--- src/rtl/xor_dec_pkg.sv ---
`default_nettype none
// ============================================================================
//  Module   : xor_dec_pkg
//  Brief    : Shared types and constants for the XOR pair decoder.
//  Revision : 1.0  initial release
// ============================================================================
package xor_dec_pkg;

    // FSM encoding, kept as plain constants for compatibility with older tools
    typedef logic [1:0] state_t;
    localparam state_t c_ST_IDLE  = 2'd0;
    localparam state_t c_ST_LANE0 = 2'd1;
    localparam state_t c_ST_LANE1 = 2'd2;

    // Output lane tag
    typedef logic lane_t;
    localparam lane_t c_LANE0 = 1'b0;
    localparam lane_t c_LANE1 = 1'b1;

endpackage : xor_dec_pkg
`default_nettype wire

--- src/rtl/xor_dec_lane.sv ---
`default_nettype none
// ============================================================================
//  Module   : xor_dec_lane
//  Brief    : Registered hold slot for one recovered word (load / keep).
//  Revision : 1.0  initial release
// ============================================================================
module xor_dec_lane #(
    parameter int WIDTH = 8
) (
    input  logic             clk,
    input  logic             rst,
    input  logic             load,
    input  logic [WIDTH-1:0] d,
    output logic [WIDTH-1:0] q
);

    logic [WIDTH-1:0] r_q;

    // Capture the word when loaded, otherwise keep it
    always_ff @(posedge clk) begin
        if (rst) begin
            r_q <= '0;
        end else if (load) begin
            r_q <= d;
        end
    end

    assign q = r_q;

endmodule : xor_dec_lane
`default_nettype wire

--- src/rtl/xor_pair_decoder.sv ---
`default_nettype none
// ============================================================================
//  Module   : xor_pair_decoder
//  Brief    : Recovers v0=w0^u0 / v1=w1^u1 from a paired-lane beat and emits
//             them serially (lane 0 then lane 1) on a registered valid/ready
//             stream; counts pairs whose lane-1 word was consumed.
//  Options  : XOR_DEC_PARITY_EN adds in_par / par_err beat parity checking.
//  Revision : 1.0  initial release
// ============================================================================
module xor_pair_decoder
    import xor_dec_pkg::*;
#(
    parameter int WIDTH = 8,
    parameter int CNT_W = 16
) (
    input  logic             clk,
    input  logic             rst,
    input  logic             in_valid,
    output logic             in_ready,
    input  logic [WIDTH-1:0] u0,
    input  logic [WIDTH-1:0] u1,
    input  logic [WIDTH-1:0] w0,
    input  logic [WIDTH-1:0] w1,
    output logic             out_valid,
    input  logic             out_ready,
    output logic [WIDTH-1:0] out_data,
    output logic             out_lane,
    output logic [CNT_W-1:0] pair_cnt
`ifdef XOR_DEC_PARITY_EN
    ,
    input  logic             in_par,
    output logic             par_err
`endif
);

    localparam logic [CNT_W-1:0] c_CNT_ONE = {{(CNT_W-1){1'b0}}, 1'b1};

    state_t           r_state;
    logic             r_out_valid;
    logic [WIDTH-1:0] r_out_data;
    lane_t            r_out_lane;
    logic [CNT_W-1:0] r_pair_cnt;

    logic             w_accept;
    logic [WIDTH-1:0] w_v0;
    logic [WIDTH-1:0] w_v1;
    logic [WIDTH-1:0] w_v1_held;

    // A new beat is taken when idle, or when the lane-1 word leaves this cycle
    assign in_ready = (r_state == c_ST_IDLE) ||
                      ((r_state == c_ST_LANE1) && out_ready);
    assign w_accept = in_valid && in_ready;
    assign w_v0     = w0 ^ u0;
    assign w_v1     = w1 ^ u1;

    // Lane-1 word waits here while lane 0 is on the output
    xor_dec_lane #(
        .WIDTH (WIDTH)
    ) u_hold_v1 (
        .clk  (clk),
        .rst  (rst),
        .load (w_accept),
        .d    (w_v1),
        .q    (w_v1_held)
    );

    // Sequencer: lane 0, lane 1, then either the next beat or idle
    always_ff @(posedge clk) begin
        if (rst) begin
            r_state     <= c_ST_IDLE;
            r_out_valid <= 1'b0;
            r_out_data  <= '0;
            r_out_lane  <= c_LANE0;
            r_pair_cnt  <= '0;
        end else begin
            case (r_state)
                c_ST_IDLE: begin
                    if (w_accept) begin
                        r_out_data  <= w_v0;
                        r_out_lane  <= c_LANE0;
                        r_out_valid <= 1'b1;
                        r_state     <= c_ST_LANE0;
                    end
                end
                c_ST_LANE0: begin
                    if (out_ready) begin
                        r_out_data <= w_v1_held;
                        r_out_lane <= c_LANE1;
                        r_state    <= c_ST_LANE1;
                    end
                end
                c_ST_LANE1: begin
                    if (out_ready) begin
                        r_pair_cnt <= r_pair_cnt + c_CNT_ONE;
                        if (in_valid) begin
                            r_out_data <= w_v0;
                            r_out_lane <= c_LANE0;
                            r_state    <= c_ST_LANE0;
                        end else begin
                            r_out_valid <= 1'b0;
                            r_state     <= c_ST_IDLE;
                        end
                    end
                end
                default: begin
                    r_out_valid <= 1'b0;
                    r_state     <= c_ST_IDLE;
                end
            endcase
        end
    end

    assign out_valid = r_out_valid;
    assign out_data  = r_out_data;
    assign out_lane  = r_out_lane;
    assign pair_cnt  = r_pair_cnt;

`ifdef XOR_DEC_PARITY_EN
    logic r_par_err;

    // Flag a beat whose combined parity disagrees with the sender's bit
    always_ff @(posedge clk) begin
        if (rst) begin
            r_par_err <= 1'b0;
        end else begin
            r_par_err <= w_accept && ((^(w_v0 ^ w_v1)) != in_par);
        end
    end

    assign par_err = r_par_err;
`endif

endmodule : xor_pair_decoder
`default_nettype wire

--- config.mk ---
export PLATFORM = sky130hd
export DESIGN_NAME = xor_pair_decoder
export DESIGN_NICKNAME = d
export VERILOG_FILES = /design/src/rtl/xor_dec_pkg.sv /design/src/rtl/xor_dec_lane.sv /design/src/rtl/xor_pair_decoder.sv
export SDC_FILE = /design/constraint.sdc
export NUM_CORES = 1
export LEC_CHECK = 0
export ABC_AREA = 1
export ABC_CLOCK_PERIOD_IN_PS = 2000
export BUFFER_PORTS_ARGS = -buffer_cell sky130_fd_sc_hd__buf_2
export CORE_MARGIN = 1
export CORE_UTILIZATION = 40
export CTS_BUF_LIST = sky130_fd_sc_hd__clkbuf_16
export DETAILED_ROUTE_END_ITERATION = 12
export GPL_TIMING_DRIVEN = 0
export PLACE_DENSITY = 0.74
export SLEW_MARGIN = 20
export SYNTH_ARGS = -nofsm -noshare
export SYNTH_HDL_FRONTEND = slang
export SYNTH_SLANG_ARGS = --single-unit
--- constraint.sdc ---
create_clock -name clk -period 2 [get_ports clk]
set_input_delay 0.4 -clock clk [delete_from_list [all_inputs] [get_ports clk]]
set_output_delay 0.4 -clock clk [all_outputs]
set_load 0.005 [all_outputs]
==> metrics.cfg, run 1 <==
[critical_path]
rrSetupSlack_ns = 0.48
startpoint_type = register
worstRegToRegCells = 6
crit_type = register to output port
cp-end-kind = output port
regToRegStartpoint = pair_cnt[0]$_SDFFE_PP0P_
cp_data_required_time_ns = 1.60
arrival_ns = 1.14
critPathMaxFanout = 9
timing.rr.end = pair_cnt[10]$_SDFFE_PP0P_

[die]
core_um2 = 4120
num_io_pins = 63
start_util_pct = 42.8
dieArea_um2 = 4670
die_h_um = 68.4
fp.dieW_um = 68.4
rows = 23

[route]
drtAntennaViolNets = 0
drc = 0
dr.pass1.iters = 4
vias = 1762
drtIter0Drc = 84
routed_via_density = 4.78
wire_per_inst_um = 10.9
drt-total-wl_mm = 4.03

[power]
power_per_cell_area_nw_per_um2 = 769
power.total_mw = 1.74
p_int_mw = 1.31
seqPwrFrac_pct = 44.5
p_clk_share_pct = 42.6
peakVddDrop_v = 0.000331
leakage_nw = 1.06
power_switching_mw = 0.437
swShare_pct = 25.0
comb_power_share_pct = 12.9

[cells_and_area]
drive_gt1_share_pct = 24.8
mostFrequentLayoutCells = buf_2, nand2_1, nor2_1
nFillCells = 419
syn_to_final_growth_pct = 28.8
fin_cells = 369
fin_nets = 355
layout_commonest_cell = buf_2
n_antenna_cell = 0

[grt]
grt_pass1_wl_mm = 6.82
grt_usage_pct = 19.9
grt_pass1_vias = 1695
antenna_found_initial = 0
grt_max_degree = 12
overflow = 0

[run]
cap_violations = 0

[worst_hold_path]
whs_endpoint = u_hold_v1.q[7]$_SDFFE_PP0P_
min-delay-start = w1[7]
hp-class = primary input to register
hold_path_depth = 4

[clock_tree]
clockRootBuffer = clkbuf_16
cts.clk_slew.worst_paths_ns = 0.05
clk_latency_ns = 0.28
cts_hold_buf = 0
cts_max_path_buffers = 2
cts_htree_levels = 2
cts_tree = built
cts_post_setup_buffers_inserted = 0
cts_sinks = 36
postCtsResizedCells = 0
cts_made_buffers = 5

[synth]
synth_compound_area_share_pct = 15.0
syn_area_um2 = 1760
yosys.area_share.xor_xnor_pct = 6.96
synth-simple-area-share_pct = 28.7
ys.flop_type = dfxtp_1
synth_fa_ha_area_share_pct = 0.710
synth_top_family_by_area = simple AND/OR/NAND/NOR gates
ys_seq_elements = 36
synth-edff-count = 0
synthMuxAreaShare_pct = 0
synth_seq_area_share_pct = 40.9
synthesis.nets = 287
yosys_warnings = 0
synth_cell_types = 27
avgSynthCellArea_um2 = 7.05
syn_inst = 250
synthArstFlopShare_pct = 0

[timing]
rsz0062_at_grt = false
worst_pin_slew_ns = 0.483
hold_viol = 0
maxSlewHeadroom_pct = 67.8
fin_crit_sh_pct = 77.0
setup_viol = 0
min_period_ns = 1.54
clock.fmax_mhz = 650
drv_slew = 0
fin_skew_ns = 0.00216
setup_tns_ns = 0

[place]
place.gp.congestion = 0.829
dp.cells = 361
dp.final_hpwl_mm = 3.08
io_buffers = 61

[status]
status = finished clean

## power by group through the flow
stage | registers [mW] | clock network, mW | logic [mW]
after detailed placement | 0.791 | 0 | 0.225
final | 0.776 | 0.743 | 0.224
after global placement | 0.791 | 0 | 0.222
after floorplan | 0.790 | 0 | 0.131
after CTS | 0.776 | 0.758 | 0.227
after global routing | 0.781 | 0.779 | 0.255
## critical path: stages (launching register included)
cell and delay [ns]:
dfxtp_1 0.39, a21oi_4 0.29, buf_2 0.17
## state kept, by name, indices dropped and copies added (netlist names)
| name | flops |
|---|---|
| pair_cnt | 16 |
| out_data | 8 |
| u_hold_v1.q | 8 |
| r_state | 2 |
| out_lane | 1 |
| out_valid | 1 |
## cell usage after synthesis, types with 2 or more instances
| library cell | count | area, um^2 |
|---|---|---|
| o21ai_1 | 7 | 35.0 |
| nor2_1 | 38 | 143 |
| inv_1 | 22 | 82.6 |
| nand2_1 | 49 | 184 |
| o21ai_0 | 12 | 60.1 |
| xnor2_1 | 4 | 35.0 |
| o21bai_1 | 2 | 15.0 |
| nand3_1 | 16 | 80.1 |
| dfxtp_1 | 36 | 721 |
| a21oi_1 | 25 | 125 |
| xor2_1 | 10 | 87.6 |
| nand2_2 | 2 | 12.5 |
| nand4_1 | 4 | 25.0 |
| nor3_1 | 5 | 25.0 |
| inv_2 | 3 | 11.3 |
| clkbuf_1 | 4 | 15.0 |
## layer usage
| metal | wire length [um] | share of wire, % | GRT usage (%) | vias to the layer above |
|---|---|---|---|---|
| met4 | 98 | 2.4 | 11.7 | 0 |
| met5 | 0 | 0 | 0 | - |
| li1 | - | - | - | 942 |
| met2 | 1850 | 46 | 34.2 | 60 |
| met3 | 196 | 4.9 | 4.00 | 8 |
| met1 | 1880 | 47 | 22.6 | 752 |
## worst max path at each step
stage / start / to / slack [ns] / cells after the start
final: r_state[1]$_SDFFE_PP0P_ / in_ready / 0.46 / 2
after global routing: pair_cnt[0]$_SDFFE_PP0P_ / pair_cnt[14]$_SDFFE_PP0P_ / 0.27 / 7
after CTS: r_state[1]$_SDFFE_PP0P_ / in_ready / 0.45 / 2
after detailed placement: rst / out_data[6]$_SDFFE_PP0P_ / 0.39 / 5
after global placement: rst / pair_cnt[7]$_SDFFE_PP0P_ / 0.37 / 5
after floorplan: pair_cnt[0]$_SDFFE_PP0P_ / pair_cnt[8]$_SDFFE_PP0P_ / 0.69 / 6
## cell type report
cell class	count	area (um^2)	area share, %
clock buffers	5	125	5.52
flip-flops and latches	36	721	31.8
plain buffers	7	38.8	1.71
multi-input cells	181	905	39.9
clock inverters	3	13.8	0.607
repair buffers	61	305	13.5
inverters	26	97.6	4.30
well taps	50	62.6	2.76
## logic make-up after synthesis
group / Yosys count
flip-flops: 36
AO/OA/AOI/OAI: 49
adder cells (fa/ha/maj): 1
buffers and inverters: 33
XOR/XNOR: 14
AND/OR/NAND/NOR: 117
## stage by stage
stage	hold slack, ns	setup WS (ns)	cell area, um^2	utilization (%)
floorplan	0.430	0.695	1760	-
global route	0.447	0.272	2270	55.1
CTS	0.415	0.449	2270	55.1
detailed placement	0.460	0.388	2130	51.7
finish	0.416	0.460	2270	55.1
global placement	0.456	0.366	2130	51.7
No activity file was read; power rests on OpenSTA's default activity.
==> run 2: changes to the inputs <==
--- a/config.mk
+++ b/config.mk
@@ -6,14 +6,14 @@
 export NUM_CORES = 1
 export LEC_CHECK = 0
 export ABC_AREA = 1
-export ABC_CLOCK_PERIOD_IN_PS = 2000
+export ABC_CLOCK_PERIOD_IN_PS = 1400
 export BUFFER_PORTS_ARGS = -buffer_cell sky130_fd_sc_hd__buf_2
 export CORE_MARGIN = 1
 export CORE_UTILIZATION = 40
 export CTS_BUF_LIST = sky130_fd_sc_hd__clkbuf_16
 export DETAILED_ROUTE_END_ITERATION = 12
 export GPL_TIMING_DRIVEN = 0
-export PLACE_DENSITY = 0.74
+export PLACE_DENSITY = 0.76
 export SLEW_MARGIN = 20
 export SYNTH_ARGS = -nofsm -noshare
 export SYNTH_HDL_FRONTEND = slang
==> constraint.sdc (replaced) <==
create_clock -name clk -period 1.4 [get_ports clk]
set_input_delay 0.28 -clock clk [delete_from_list [all_inputs] [get_ports clk]]
set_output_delay 0.28 -clock clk [all_outputs]
set_load 0.005 [all_outputs]
==> metrics.cfg, run 2 (synthesized netlist as in run 1, its figures left out) <==
[status]
status = finished clean

[clock_tree]
cts_tree = built
cts.clk_slew.worst_paths_ns = 0.05
cts_htree_levels = 2
cts_sinks = 36
clk_latency_ns = 0.28
clockRootBuffer = clkbuf_16
cts_max_path_buffers = 2
cts_made_buffers = 5
cts_hold_buf = 0

[critical_path]
cp_slowest_cell = dfxtp_4
cp_data_required_time_ns = 1.12
rrSetupSlack_ns = 0.10
critPathMaxFanout = 9
startpoint_type = register
crit_chain = a21oi_4 > buf_2
crit_type = register to output port
arrival_ns = 1.06
cp-end-kind = output port
critical-path-max-stage-delay_ns = 0.37

[timing]
clock.fmax_mhz = 746
min_period_ns = 1.34
drv_slew = 0
maxSlewHeadroom_pct = 66.7
rsz0062_at_grt = false
hold_viol = 0
fin_crit_sh_pct = 95.7
setup_viol = 0
fin_skew_ns = 0.00177
worst_pin_slew_ns = 0.499

[route]
vias = 1835
wire_per_inst_um = 11.1
routed_via_density = 4.96
dr.pass1.iters = 4
drtIter0Drc = 61
drc = 0
drtAntennaViolNets = 0
drt-total-wl_mm = 4.12

[power]
peakVddDrop_v = 0.000583
power_per_cell_area_nw_per_um2 = 1050
leakage_nw = 1.08

[die]
die_h_um = 68.4
rows = 23
start_util_pct = 42.8
core_um2 = 4120
fp.dieW_um = 68.4
dieArea_um2 = 4670
num_io_pins = 63

[place]
placed_area_um2 = 2130
dp.final_hpwl_mm = 3.04
place.gp.congestion = 0.794
io_buffers = 61

[cells_and_area]
n_antenna_cell = 0
drive_gt1_share_pct = 28.7
syn_to_final_growth_pct = 32.5
mostFrequentLayoutCells = buf_2, nand2_1, nor2_1
largest_register_ffs = 16
nFillCells = 395
layout_commonest_cell = buf_2
fin_nets = 357
final_core_util_pct = 56.7
fin_area_um2 = 2330

[grt]
grt_max_degree = 11
overflow = 0
grt_pass1_wl_mm = 6.66
antenna_found_initial = 0
grt_usage_pct = 19.4
grt_pass1_vias = 1625

[worst_hold_path]
hp-class = primary input to register

[run]
cap_violations = 0

-- run 2: cell types whose count changed in the layout (fill, tap and decap cells not counted), sizes merged --
| cell | change |
|---|---|
| buf | +2 |
| clkinv | -1 |
-- run 2: repair_timing --
action,4_1_cts,5_1_grt
cloned,0,0
buffers inserted,0,2
gates resized for setup,3,15
endpoints found under the setup margin,12,17
pin swaps,0,4
-- run 2: critical path, delay by kind of cell, from the launching register on --
| family | cells | cell delay, ns |
|---|---|---|
| compound gates | 1 | 0.25 |
| buf+inv | 1 | 0.17 |
| flops | 1 | 0.37 |
-- run 2: power by group --
part | switching (mW) | internal (mW) | leakage (nW)
registers | 0.0299 | 1.08 | 0.297
clock network | 0.388 | 0.635 | 0.0648
logic | 0.181 | 0.150 | 0.723
total | 0.599 | 1.86 | 1.08
-- run 2: final cells by class --
class                   count  area, um^2  share of cell area, %
clock buffers               5         125                   5.36
repair buffers             63         320                   13.7
plain buffers               7        38.8                   1.66
well taps                  50        62.6                   2.68
flip-flops and latches     36         732                   31.4
inverters                  26        98.8                   4.24
clock inverters             2        7.51                  0.322
multi-input cells         181         948                   40.6
-- run 2: worst paths after layout --
path              cells past startpoint                     start                     endpoint
setup / recovery                      2   r_state[1]$_SDFFE_PP0P_                     in_ready
hold / removal                        4                     w1[7]  u_hold_v1.q[7]$_SDFFE_PP0P_
setup reg to reg                      7  pair_cnt[6]$_SDFFE_PP0P_    pair_cnt[13]$_SDFFE_PP0P_
hold reg to reg                       2     out_lane$_SDFFE_PP0P_        out_lane$_SDFFE_PP0P_
-- run 2: routing by layer --
metal,GRT usage (%),part of all wire (%),vias to the layer above
met1,21.1,45,815
li1,-,-,946
met2,33.3,46,66
met3,6.50,7.0,8
met4,9.64,2.1,0
met5,0,0,-
-- run 2: metrics by stage --
step	TNS [ns]	hold slack [ns]	setup slack [ns]	std cells	total power, mW
floorplan	0	0.430	0.0949	250	1.32
CTS	0	0.299	0.0251	368	2.48
finish	0	0.305	0.0599	370	2.46
global placement	-1.03	0.448	-0.0987	361	1.45
detailed placement	-1.26	0.460	-0.118	361	1.45
global route	0	0.327	0.00400	370	2.57
==> run 3: changes to the inputs <==
--- a/config.mk
+++ b/config.mk
@@ -6,14 +6,14 @@
 export NUM_CORES = 1
 export LEC_CHECK = 0
 export ABC_AREA = 1
-export ABC_CLOCK_PERIOD_IN_PS = 1400
-export BUFFER_PORTS_ARGS = -buffer_cell sky130_fd_sc_hd__buf_2
+export ABC_CLOCK_PERIOD_IN_PS = 1200
 export CORE_MARGIN = 1
 export CORE_UTILIZATION = 40
 export CTS_BUF_LIST = sky130_fd_sc_hd__clkbuf_16
 export DETAILED_ROUTE_END_ITERATION = 12
+export DONT_BUFFER_PORTS = 1
 export GPL_TIMING_DRIVEN = 0
-export PLACE_DENSITY = 0.76
+export PLACE_DENSITY = 0.63
 export SLEW_MARGIN = 20
 export SYNTH_ARGS = -nofsm -noshare
 export SYNTH_HDL_FRONTEND = slang
==> constraint.sdc (replaced) <==
create_clock -name clk -period 1.2 [get_ports clk]
set_input_delay 0.24 -clock clk [delete_from_list [all_inputs] [get_ports clk]]
set_output_delay 0.24 -clock clk [all_outputs]
set_load 0.005 [all_outputs]
==> metrics.cfg, run 3 (synthesized netlist as in run 1, its figures left out) <==
[critical_path]
critPathTopFamily = simple AND/OR/NAND/NOR gates
cp_slowest_cell = dfxtp_4
cp-end-kind = register
critPathMaxFanout = 6
cp_num_buf_inv = 1
crit_chain = ha_4 > nand3_4 > nor2_4 > buf_4 > nand3_1 > nor3b_1
crit_type = register to register
cp_data_required_time_ns = 1.35
startpoint_type = register
arrival_ns = 1.38
critical-path-max-stage-delay_ns = 0.38

[place]
place.gp.congestion = 0.829
dp.final_hpwl_mm = 2.85
placed_area_um2 = 1850
dp.cells = 300
io_buffers = 0
dp_slack_ns = -0.264

[route]
wire_per_inst_um = 12.9
dr.pass1.iters = 4
drtIter0Drc = 79
drtAntennaViolNets = 0
vias = 1642
drt-total-wl_mm = 4.12
drc = 0
routed_via_density = 5.15

[clock_tree]
cts_tree = built
clk_latency_ns = 0.27
cts.clk_slew.worst_paths_ns = 0.05
cts_max_path_buffers = 2
cts_sinks = 36
cts_htree_levels = 2
cts_made_buffers = 5
clockRootBuffer = clkbuf_16

[grt]
grt_pass1_vias = 1590
antenna_found_initial = 0
grt_max_degree = 11
grt_usage_pct = 19.5
grt_pass1_wl_mm = 6.68
overflow = 0

[timing]
clock.fmax_mhz = 817
fin_skew_ns = 0.00318
drv_slew = 0
finalWorstSetupSlack_ns = -0.0238
hold_viol = 0
min_period_ns = 1.22
fin_crit_sh_pct = 102
rsz0062_at_grt = true
maxSlewHeadroom_pct = 68.9
setup_tns_ns = -0.0320
setup_viol = 2
worst_pin_slew_ns = 0.466

[run]
cap_violations = 0

[cells_and_area]
drive_gt1_share_pct = 23.8
fin_area_um2 = 2210
mostFrequentLayoutCells = nand2_1, nor2_1, dfxtp_1
n_antenna_cell = 0
fin_cells = 319
largest_register_ffs = 16
fin_nets = 308
syn_to_final_growth_pct = 25.5
layout_commonest_cell = nand2_1

[power]
p_clk_share_pct = 41.6
seqPwrFrac_pct = 46.5
comb_power_share_pct = 11.9
power_per_cell_area_nw_per_um2 = 1260
leakage_nw = 0.872
swShare_pct = 23.9
p_int_mw = 2.13
peakVddDrop_v = 0.000770
power.total_mw = 2.79
power_switching_mw = 0.667

[die]
start_util_pct = 42.8
die_h_um = 68.4
core_um2 = 4120
rows = 23
fp.dieW_um = 68.4
num_io_pins = 63
dieArea_um2 = 4670

[status]
violations = setup timing
status = finished with violations

[worst_hold_path]
hp-class = primary input to register

-- run 3: cell types whose count changed in the layout (fill, tap and decap cells not counted), moves of 3 or more --
| cell | previous run | this run |
|---|---|---|
| buf_2 | 62 | 0 |
| buf_4 | 3 | 13 |
| dfxtp_1 | 31 | 26 |
| dfxtp_4 | 2 | 6 |
| nor3_2 | 0 | 4 |
| o21ai_0 | 12 | 8 |
| nand2_1 | 48 | 45 |
| nor3_1 | 4 | 1 |
| o21ai_2 | 0 | 3 |
-- run 3: layout make-up --
class                      count  area (um^2)
inverter                      26          104
multi-input combinational    182         1020
buffer                         7         47.5
sequential                    36          748
timing repair buffer          13          101
tap                           50         62.6
fill                         422         1900
clock buffer                   5          125
-- run 3: layer usage --
| layer | share of wire, % | track usage, % | wire, um | up-vias |
|---|---|---|---|---|
| li1 | - | - | - | 854 |
| met1 | 43 | 20.8 | 1780 | 726 |
| met2 | 47 | 34.2 | 1940 | 56 |
| met3 | 8.3 | 8.83 | 344 | 6 |
| met4 | 1.3 | 5.73 | 54 | 0 |
| met5 | 0 | 0 | 0 | - |
-- run 3: final timing paths --
check	startpoint	end	slack [ns]	cells past startpoint
max	pair_cnt[0]$_SDFFE_PP0P_	pair_cnt[6]$_SDFFE_PP0P_	-0.02	6
min	out_ready	r_state[1]$_SDFFE_PP0P_	0.17	2
max reg2reg	pair_cnt[0]$_SDFFE_PP0P_	pair_cnt[6]$_SDFFE_PP0P_	-0.02	6
min reg2reg	u_hold_v1.q[6]$_SDFFE_PP0P_	u_hold_v1.q[6]$_SDFFE_PP0P_	0.46	2
-- run 3: through the flow --
| stage | utilization, % | hold WS (ns) |
|---|---|---|
| after floorplan | - | 0.430 |
| after global placement | 44.9 | 0.447 |
| after detailed placement | 44.9 | 0.447 |
| after CTS | 51.0 | 0.135 |
| after global routing | 53.7 | 0.173 |
| final | 53.7 | 0.166 |
-- run 3: what timing repair did --
action	CTS	global route
hold buffers	0	0
buffers inserted	8	4
pin swaps	8	8
gates cloned	1	1
resized for setup	21	30
endpoints found under the setup margin	29	28
-- run 3: power by group through the flow --
| stage | logic (mW) | registers, mW | clock network [mW] |
|---|---|---|---|
| after floorplan | 0.219 | 1.32 | 0 |
| after detailed placement | 0.271 | 1.33 | 0 |
| after global routing | 0.375 | 1.31 | 1.25 |
| after CTS | 0.294 | 1.30 | 1.20 |
| after global placement | 0.270 | 1.33 | 0 |
| final | 0.331 | 1.30 | 1.16 |
